File: config.mk
export PLATFORM = sky130hd
export DESIGN_NAME = ccff_loader
export DESIGN_NICKNAME = d
export VERILOG_FILES = /design/src/rtl/fpga_cfg_pkg.sv /design/src/rtl/ccff_shifter.sv /design/src/rtl/ccff_loader.sv
export SDC_FILE = /design/constraint.sdc
export NUM_CORES = 1
export LEC_CHECK = 0
export BUFFER_PORTS_ARGS = -buffer_cell sky130_fd_sc_hd__buf_2
export CELL_PAD_IN_SITES_DETAIL_PLACEMENT = 0
export CELL_PAD_IN_SITES_GLOBAL_PLACEMENT = 1
export CORE_MARGIN = 2
export CORE_UTILIZATION = 45
export DETAILED_ROUTE_END_ITERATION = 10
export HOLD_SLACK_MARGIN = 0.08
export MAX_ROUTING_LAYER = met4
export PLACE_DENSITY_LB_ADDON = 0.2
export SYNTH_ARGS = -nofsm -noshare
export SYNTH_HDL_FRONTEND = slang
export SYNTH_SLANG_ARGS = --single-unit
File: constraint.sdc
create_clock -name prog_clk -period 2.8 [get_ports prog_clk]
set_input_delay 0.56 -clock prog_clk [delete_from_list [all_inputs] [get_ports prog_clk]]
set_output_delay 0.56 -clock prog_clk [all_outputs]
set_load 0.02 [all_outputs]
File: src/rtl/fpga_cfg_pkg.sv
// Shared configuration-loader types: FSM states and byte geometry.
// Used by ccff_loader and ccff_shifter.
package fpga_cfg_pkg;

   localparam int BYTE_W = 8;
   localparam int IDX_W  = $clog2(BYTE_W);

   typedef enum logic [1:0] {
      IDLE,
      FETCH,
      SHIFT,
      DONE
   } cfg_state_e;

endpackage

File: src/rtl/ccff_shifter.sv
// Byte load/shift register feeding the chain head, LSB first.
// head is a flop output; it holds while en is low.
module ccff_shifter
   import fpga_cfg_pkg::*;
(
   input  logic              clk,
   input  logic              rst_n,
   input  logic              load,
   input  logic              en,
   input  logic [BYTE_W-1:0] data,
   output logic              head,
   output logic [IDX_W-1:0]  idx,
   output logic              last
);

   logic [BYTE_W-1:0] sr;

   always_ff @(posedge clk or negedge rst_n) begin
      if (!rst_n) begin
         sr  <= '0;
         idx <= '0;
      end else if (load) begin
         sr  <= data;
         idx <= '0;
      end else if (en) begin
         sr  <= {1'b0, sr[BYTE_W-1:1]};
         idx <= idx + 1'b1;
      end
   end

   assign head = sr[0];
   assign last = (idx == IDX_W'(BYTE_W - 1));

endmodule

File: src/rtl/ccff_loader.sv
// Streams a byte-wide bitstream serially into a fabric config chain.
// Define CCFF_READBACK_EN to add the tail_ones readback counter.
module ccff_loader
   import fpga_cfg_pkg::*;
#(
   parameter int CHAIN_LEN = 64
) (
   input  logic              prog_clk,
   input  logic              prog_reset_n,
   input  logic              start,
   input  logic [BYTE_W-1:0] cfg_data,
   input  logic              cfg_valid,
   output logic              cfg_ready,
   output logic              ccff_head,
   input  logic              ccff_tail,
   output logic              prog_clk_en,
   output logic              busy,
   output logic              done
`ifdef CCFF_READBACK_EN
   ,
   output logic [15:0]       tail_ones
`endif
);

   localparam int CW = $clog2(CHAIN_LEN + 1);
   localparam logic [CW-1:0] LEN  = CW'(CHAIN_LEN);
   localparam logic [CW-1:0] LAST = CW'(CHAIN_LEN - 1);

   cfg_state_e       state;
   cfg_state_e       next;
   logic [CW-1:0]    bit_cnt;
   logic [IDX_W-1:0] idx;
   logic             byte_last;
   logic             chain_last;
   logic             go;
   logic             accept;
   logic             stop;

   assign go         = (state == IDLE || state == DONE) && start;
   assign accept     = (state == FETCH) && cfg_valid;
   assign chain_last = (bit_cnt == LAST);
   assign stop       = (state == SHIFT) &&
                       (byte_last || chain_last);

   always_ff @(posedge prog_clk or negedge prog_reset_n) begin
      if (!prog_reset_n) state <= IDLE;
      else               state <= next;
   end

   always_comb begin
      next = state;
      unique case (state)
         IDLE:    if (start) next = FETCH;
         FETCH:   if (cfg_valid) next = SHIFT;
         SHIFT: begin
            if (chain_last)     next = DONE;
            else if (byte_last) next = FETCH;
         end
         DONE:    if (start) next = FETCH;
         default: next = IDLE;
      endcase
   end

   // Counts bits already shifted; a final partial byte stops at LAST.
   always_ff @(posedge prog_clk or negedge prog_reset_n) begin
      if (!prog_reset_n)
         bit_cnt <= '0;
      else if (go)
         bit_cnt <= '0;
      else if (state == SHIFT && bit_cnt != LEN)
         bit_cnt <= bit_cnt + 1'b1;
   end

   ccff_shifter u_shifter (
      .clk   (prog_clk),
      .rst_n (prog_reset_n),
      .load  (accept),
      .en    ((state == SHIFT) && !stop),
      .data  (cfg_data),
      .head  (ccff_head),
      .idx   (idx),
      .last  (byte_last)
   );

   assign cfg_ready   = (state == FETCH);
   assign prog_clk_en = (state == SHIFT);
   assign busy        = (state == FETCH) || (state == SHIFT);
   assign done        = (state == DONE);

`ifdef CCFF_READBACK_EN
   always_ff @(posedge prog_clk or negedge prog_reset_n) begin
      if (!prog_reset_n)
         tail_ones <= '0;
      else if (go)
         tail_ones <= '0;
      else if (prog_clk_en && ccff_tail)
         tail_ones <= tail_ones + 16'd1;
   end
`else
   logic unused_tail;
   assign unused_tail = ccff_tail;
`endif

endmodule

==> flow_summary.ini, run 1 <==
[final_layout]
total_nets_final = 145
n_antenna_cell = 0
synth_to_final_area_change_pct = 12.7
drive_above_1_share = 0.194
stdcell_area_mm2 = 0.00121

[clock_network]
cts.root.buffer_cell = sky130_fd_sc_hd__clkbuf_4
cts.reportedPaths.clkPinSlew_ns = 0.11
tritoncts = yes
clock_sink_count = 20
worstSkewPairLatency_ns = 0.30
cts-resized-gates = 0
cts_buffer_depth = 2
cts_hold_repair.buffers = 0
cts-htree-levels = 1
post_cts_setup_buffers = 0
cts_bufs_inserted = 3

[drt]
post-route-drc-count = 0
avgViaCountPerCell = 5.22
final_wirelength_um = 1940
detail-route-antenna-nets = 0
average_routed_wire_per_standard_cell_um = 12.8
drt_iter0_markers = 13
drt_pass1_iterations = 4
num_vias = 794

[yosys]
synth_seq_area_share = 0.466
postSynthCellCount = 107
synth_cell_type_count = 26
yosysTopAreaCell = sky130_fd_sc_hd__dfrtp_1
yosys-top-cells-area = sky130_fd_sc_hd__dfrtp_1, sky130_fd_sc_hd__ha_1, sky130_fd_sc_hd__mux2i_1
synthesis.area_mm2 = 0.00107
synth_area_per_cell_um2 = 10.0
ys_seq_elements = 20
synth_top_area_share = 0.466
yosys_warnings = 0
synth_fp_nets = 127

[floorplanning]
dieArea_mm2 = 0.00280
count_of_standard_cell_rows = 17
initial_core_util = 0.481
placeableCoreArea_mm2 = 0.00223
chipWidth_um = 52.9
chipHeight_um = 52.9
num_io_pins = 18

[critical_path]
timing.critical_path.required_ns = 2.24
startpoint_type = flip-flop
worst-r2r-setup-slack_ns = 0.97
cp_common_cell = sky130_fd_sc_hd__inv_1
cp-end-kind = output pin
critPathKind = flip-flop to output pin
critical_path.reg2reg.endpoint = u_shifter.sr[0]$_DFFE_PN0P_
cp_max_fo = 4
crit_slowest_cell = sky130_fd_sc_hd__dfrtp_1
cpLargestDelayFamily = flip-flops
arrival_time_of_the_worst_setup_path_ns = 1.35
cp_cell_instances = inv_1, ha_1, inv_1, buf_2
worstRegToRegCells = 6
critPathMaxStageDelay_ns = 0.42
reg2reg_from = bit_cnt[0]$_DFFE_PN0P_
cp.buffers_inverters = 3

[sta]
timing_max_transition_violations_final = 0
worst_max_slew_pin_slew_ns = 0.619
achievable-frequency_mhz = 524
finalHoldViolCount = 0
clock_skew_ns = 0.00629
final_clock_period_utilization_by_the_worst_path = 0.681
slew-limit-headroom = 0.582
setup_viol = 0
finalCriticalPeriod_ns = 1.91
finalSetupTns_ns = 0
grt_setup_unrepaired = no

[global_routing]
initial_antenna_violation_count = 0
globalRouteTotalUtil = 0.177
grt_max_degree = 21
grt_pass1_vias = 800
grt_first_pass_wirelength_um = 3490
grt_overflow_total = 0

[pwr]
total_power_uw = 1240
power.ir.vdd_worst_mv = 0.487
leakage_dissipation_uw = 0.000570
power_density_mw_per_mm2 = 1020

[place]
detailed_place_hpwl_um = 1400
post_dp_cell_area_mm2 = 0.00117
finalWeightedCongestion = 0.700
port_buffers = 16

[outcome]
run_status = finished clean

[run]
max-cap-violations = 0

[min_path]
holdCritPathClass = input port to async pin
==> flip-flops by register name, indices dropped and copies added (netlist names) <==
name / cells
u_shifter.sr: 8
state: 2
u_shifter.idx: 3
bit_cnt: 7
==> report_power, final <==
| group | switching [uW] | internal [uW] | leakage, uW |
|---|---|---|---|
| clock network | 87.9 | 79.3 | 0.0000210 |
| logic | 342 | 260 | 0.000300 |
| registers | 71.9 | 395 | 0.000249 |
| total | 501 | 734 | 0.000570 |
==> final cells by class <==
| class | instances | area (um2) |
|---|---|---|
| fill | 221 | 1020 |
| timing repair buffer | 17 | 87.6 |
| tap | 28 | 35.0 |
| sequential | 20 | 500 |
| clock buffer | 4 | 36.3 |
| multi-input combinational | 76 | 526 |
| inverter | 7 | 26.3 |
==> per-stage QoR <==
| stage | hold WS [ns] | setup WS [ns] | util | instances |
|---|---|---|---|---|
| 6_report | 0.182 | 0.892 | 0.542 | 152 |
| 5_1_grt | 0.200 | 0.776 | 0.542 | 152 |
| 4_1_cts | 0.189 | 0.866 | 0.542 | 152 |
| 3_5_place_dp | 0.533 | 0.970 | 0.526 | 148 |
| 3_3_place_gp | 0.520 | 0.994 | 0.526 | 148 |
| 2_1_floorplan | 0.264 | 0.904 | - | 107 |
==> worst max path at each step <==
stage / startpoint / end / slack, ns / cells after the start
finish: state[0]$_DFFE_PN0P_ / busy / 0.89 / 4
global route: state[0]$_DFFE_PN0P_ / u_shifter.sr[0]$_DFFE_PN0P_ / 0.78 / 7
CTS: state[0]$_DFFE_PN0P_ / busy / 0.87 / 4
detailed placement: bit_cnt[1]$_DFFE_PN0P_ / u_shifter.sr[0]$_DFFE_PN0P_ / 0.97 / 6
global placement: bit_cnt[0]$_DFFE_PN0P_ / u_shifter.sr[0]$_DFFE_PN0P_ / 0.99 / 6
floorplan: state[0]$_DFFE_PN0P_ / u_shifter.sr[5]$_DFFE_PN0P_ / 0.90 / 7
==> placed cells by master, fill, tap and decap left out, types with 4 or more instances in the layout <==
cell type / Yosys / final
sky130_fd_sc_hd__inv_1: 7 / 7
sky130_fd_sc_hd__nand2_1: 7 / 7
sky130_fd_sc_hd__o21ai_0: 6 / 6
sky130_fd_sc_hd__buf_2: 0 / 16
sky130_fd_sc_hd__nor2_1: 12 / 12
sky130_fd_sc_hd__dfrtp_1: 20 / 20
sky130_fd_sc_hd__ha_1: 7 / 7
sky130_fd_sc_hd__a21oi_1: 10 / 10
sky130_fd_sc_hd__nand3_1: 4 / 4
sky130_fd_sc_hd__mux2i_1: 8 / 8
==> synth_stat cells (all sizes together) <==
cell,instances
xor2,3
inv,7
nand2,7
dfrtp,20
clkbuf,3
mux2,1
and2,1
xnor2,2
nand4,2
ha,7
a21o,1
mux2i,8
o31ai,1
nand2b,2
or3,2
nor4,1
nor3,1
a21oi,10
o41ai,1
nand3,4
o21ai,6
o22ai,2
and4b,1
nor2,12
buf,1
a311oi,1
==> cell families after synthesis <==
kind of cell,after synthesis,share of synthesized area
and+or+nand+nor,33,0.149
AOI/OAI and AO/OA,22,0.133
DFF,20,0.466
buffers and inverters,11,0.0454
muxes,9,0.0850
adders and majority gates,7,0.0815
xor gates and xnor gates,5,0.0408
==> routing by layer <==
metal  global-route usage  up-vias  share of wire
li1                     -      405              -
met1                0.227      371           0.48
met2                0.281       16           0.47
met3               0.0339        2          0.039
met4               0.0641        0         0.0046
met5                    -        -              0
Power figures use the tool's default switching activity.
==> run 2: changes to the inputs <==
--- a/config.mk
+++ b/config.mk
@@ -9,7 +9,7 @@
 export CELL_PAD_IN_SITES_DETAIL_PLACEMENT = 0
 export CELL_PAD_IN_SITES_GLOBAL_PLACEMENT = 1
 export CORE_MARGIN = 2
-export CORE_UTILIZATION = 45
+export CORE_UTILIZATION = 38
 export DETAILED_ROUTE_END_ITERATION = 10
 export HOLD_SLACK_MARGIN = 0.08
 export MAX_ROUTING_LAYER = met4
==> constraint.sdc (replaced) <==
create_clock -name prog_clk -period 1.65 [get_ports prog_clk]
set_input_delay 0.33 -clock prog_clk [delete_from_list [all_inputs] [get_ports prog_clk]]
set_output_delay 0.33 -clock prog_clk [all_outputs]
set_load 0.02 [all_outputs]
==> run 2 against run 1 <==
Net effect: the run now ends with setup timing left; cell count rose by 11%; largest power group unchanged; core utilization fell by 3.1 points; sequential share of layout area fell by 5.1 points; total power rose by 96%; final area rose by 14%; clock power rose by 68%; setup slack got worse by 0.91 ns; critical path type is now flip-flop to flip-flop; critical path depth rose by 2; clock skew rose by 0.0045 ns.
==> flow_summary.ini, run 2 (same netlist as run 1, synthesis figures left out) <==
[clock_network]
cts.reportedPaths.clkPinSlew_ns = 0.12
clock_sink_count = 20
cts_buffer_depth = 2
tritoncts = yes
cts_bufs_inserted = 3
cts-htree-levels = 1
cts.root.buffer_cell = sky130_fd_sc_hd__clkbuf_4
worstSkewPairLatency_ns = 0.30

[sta]
worst_max_slew_pin_slew_ns = 0.463
slew-limit-headroom = 0.691
pnr_worst_setup_slack_ns = -0.0148
timing_max_transition_violations_final = 0
achievable-frequency_mhz = 601
setup_viol = 1
clock_skew_ns = 0.0108
finalCriticalPeriod_ns = 1.66
final_clock_period_utilization_by_the_worst_path = 1.01
grt_setup_unrepaired = yes
finalHoldViolCount = 0

[critical_path]
critPathMaxStageDelay_ns = 0.41
critPathKind = flip-flop to flip-flop
startpoint_type = flip-flop
timing.critical_path.required_ns = 1.83
cp-end-kind = flip-flop
cp_max_fo = 12
setup.worst_path.start = u_shifter.idx[0]$_DFFE_PN0P_
worst-r2r-setup-slack_ns = -0.01
crit_slowest_cell = sky130_fd_sc_hd__dfrtp_1
reg2reg_from = u_shifter.idx[0]$_DFFE_PN0P_
arrival_time_of_the_worst_setup_path_ns = 1.85
cp_cell_instances = ha_2, ha_4, a311oi_4, buf_12, mux2i_1, a21oi_1

[floorplanning]
placeableCoreArea_mm2 = 0.00271
initial_core_util = 0.397
chipWidth_um = 57.2
dieArea_mm2 = 0.00327
chipHeight_um = 57.2
count_of_standard_cell_rows = 19
num_io_pins = 18

[outcome]
run_status = complete, but fails checks
failed_checks = setup timing

[pwr]
power_density_mw_per_mm2 = 1750
total_power_uw = 2420
leakage_dissipation_uw = 0.000633
power.ir.vdd_worst_mv = 1.38

[global_routing]
grt_first_pass_wirelength_um = 3540
initial_antenna_violation_count = 0
grt_pass1_vias = 805
grt_overflow_total = 0
grt_max_degree = 21
globalRouteTotalUtil = 0.145

[final_layout]
flip_flop_count_of_the_largest_register_all_copies_and_words_added = 8
total_nets_final = 158
largest_registers = u_shifter.sr x8, bit_cnt x7, u_shifter.idx x3
final_common_cell = sky130_fd_sc_hd__dfrtp_1
drive_above_1_share = 0.328
post-route-util = 0.511
synth_to_final_area_change_pct = 28.9
n_antenna_cell = 0
largest_register = u_shifter.sr
final_cell_mix = sky130_fd_sc_hd__dfrtp_1, sky130_fd_sc_hd__buf_2, sky130_fd_sc_hd__nor2_1, sky130_fd_sc_hd__buf_4, sky130_fd_sc_hd__a21oi_1

[drt]
post-route-drc-count = 0
drt_iter0_markers = 28
drt_pass1_iterations = 4
detail-route-antenna-nets = 0
num_vias = 842
average_routed_wire_per_standard_cell_um = 12.5
final_wirelength_um = 2100
avgViaCountPerCell = 5.01

[run]
max-cap-violations = 0

[place]
detailed_place_hpwl_um = 1470
pre_cts_slack_ns = -0.0379
port_buffers = 16
finalWeightedCongestion = 0.758

[min_path]
holdCritPathClass = input port to flip-flop
min_from = cfg_valid
-- run 2: cell count changes in the layout (fill, tap and decap cells not counted), sizes merged --
cell and delta:
dlygate4sd3 +1, buf +12
-- run 2: path summary, 6_finish.rpt --
kind	endpoint	cells after the start
min	u_shifter.idx[0]$_DFFE_PN0P_	2
max reg2reg	u_shifter.sr[1]$_DFFE_PN0P_	6
max	u_shifter.sr[1]$_DFFE_PN0P_	6
min in group asynchronous	bit_cnt[2]$_DFFE_PN0P_	2
max in group asynchronous	state[1]$_DFFE_PN0P_	2
min reg2reg	u_shifter.sr[7]$_DFFE_PN0P_	2
-- run 2: timing repair --
action,CTS,global route
buffers inserted,2,0
resized for setup,3,6
pin swaps,0,1
hold buffers,1,0
endpoints found under the setup margin,8,15
gates cloned,0,0
hold endpoints to repair,20,0
-- run 2: cell type report --
| class | instances | area, um2 |
|---|---|---|
| repair buffers | 30 | 200 |
| well taps | 31 | 38.8 |
| multi-input cells | 76 | 582 |
| fillers | 260 | 1330 |
| clock buffers | 4 | 36.3 |
| inverters | 7 | 26.3 |
| flip-flops and latches | 20 | 502 |
-- run 2: worst max-delay path, delay by kind of cell, from the launching register on --
family	cells	cell delay (ns)
buffers and inverters	1	0.18
AO/OA/AOI/OAI	2	0.38
flip-flops	1	0.41
adder cells (fa/ha/maj)	2	0.38
multiplexers	1	0.20
-- run 2: power breakdown --
group	switching, uW	internal, uW	total [uW]
clock network	146	134	280
logic	679	679	1360
registers	112	672	784
total	936	1480	2420
-- run 2: stage by stage --
step                setup TNS [ns]  area (um2)  instances  hold slack (ns)
floorplan                   -0.258        1100        107           0.0344
detailed placement          -0.174        1290        161            0.305
finish                     -0.0148        1390        168            0.243
CTS                        -0.0510        1370        168            0.232
global route                -0.767        1390        168            0.258
global placement                 0        1290        161            0.306
-- run 2: layer usage --
metal  part of all wire  routed length, um  vias to the layer above  track usage
met4             0.0090                 19                        0       0.0598
met2               0.49               1020                       12        0.233
met1               0.48               1010                      398        0.183
li1                   -                  -                      430            -
met3              0.028                 58                        2       0.0204
met5                  0                  0                        -            -
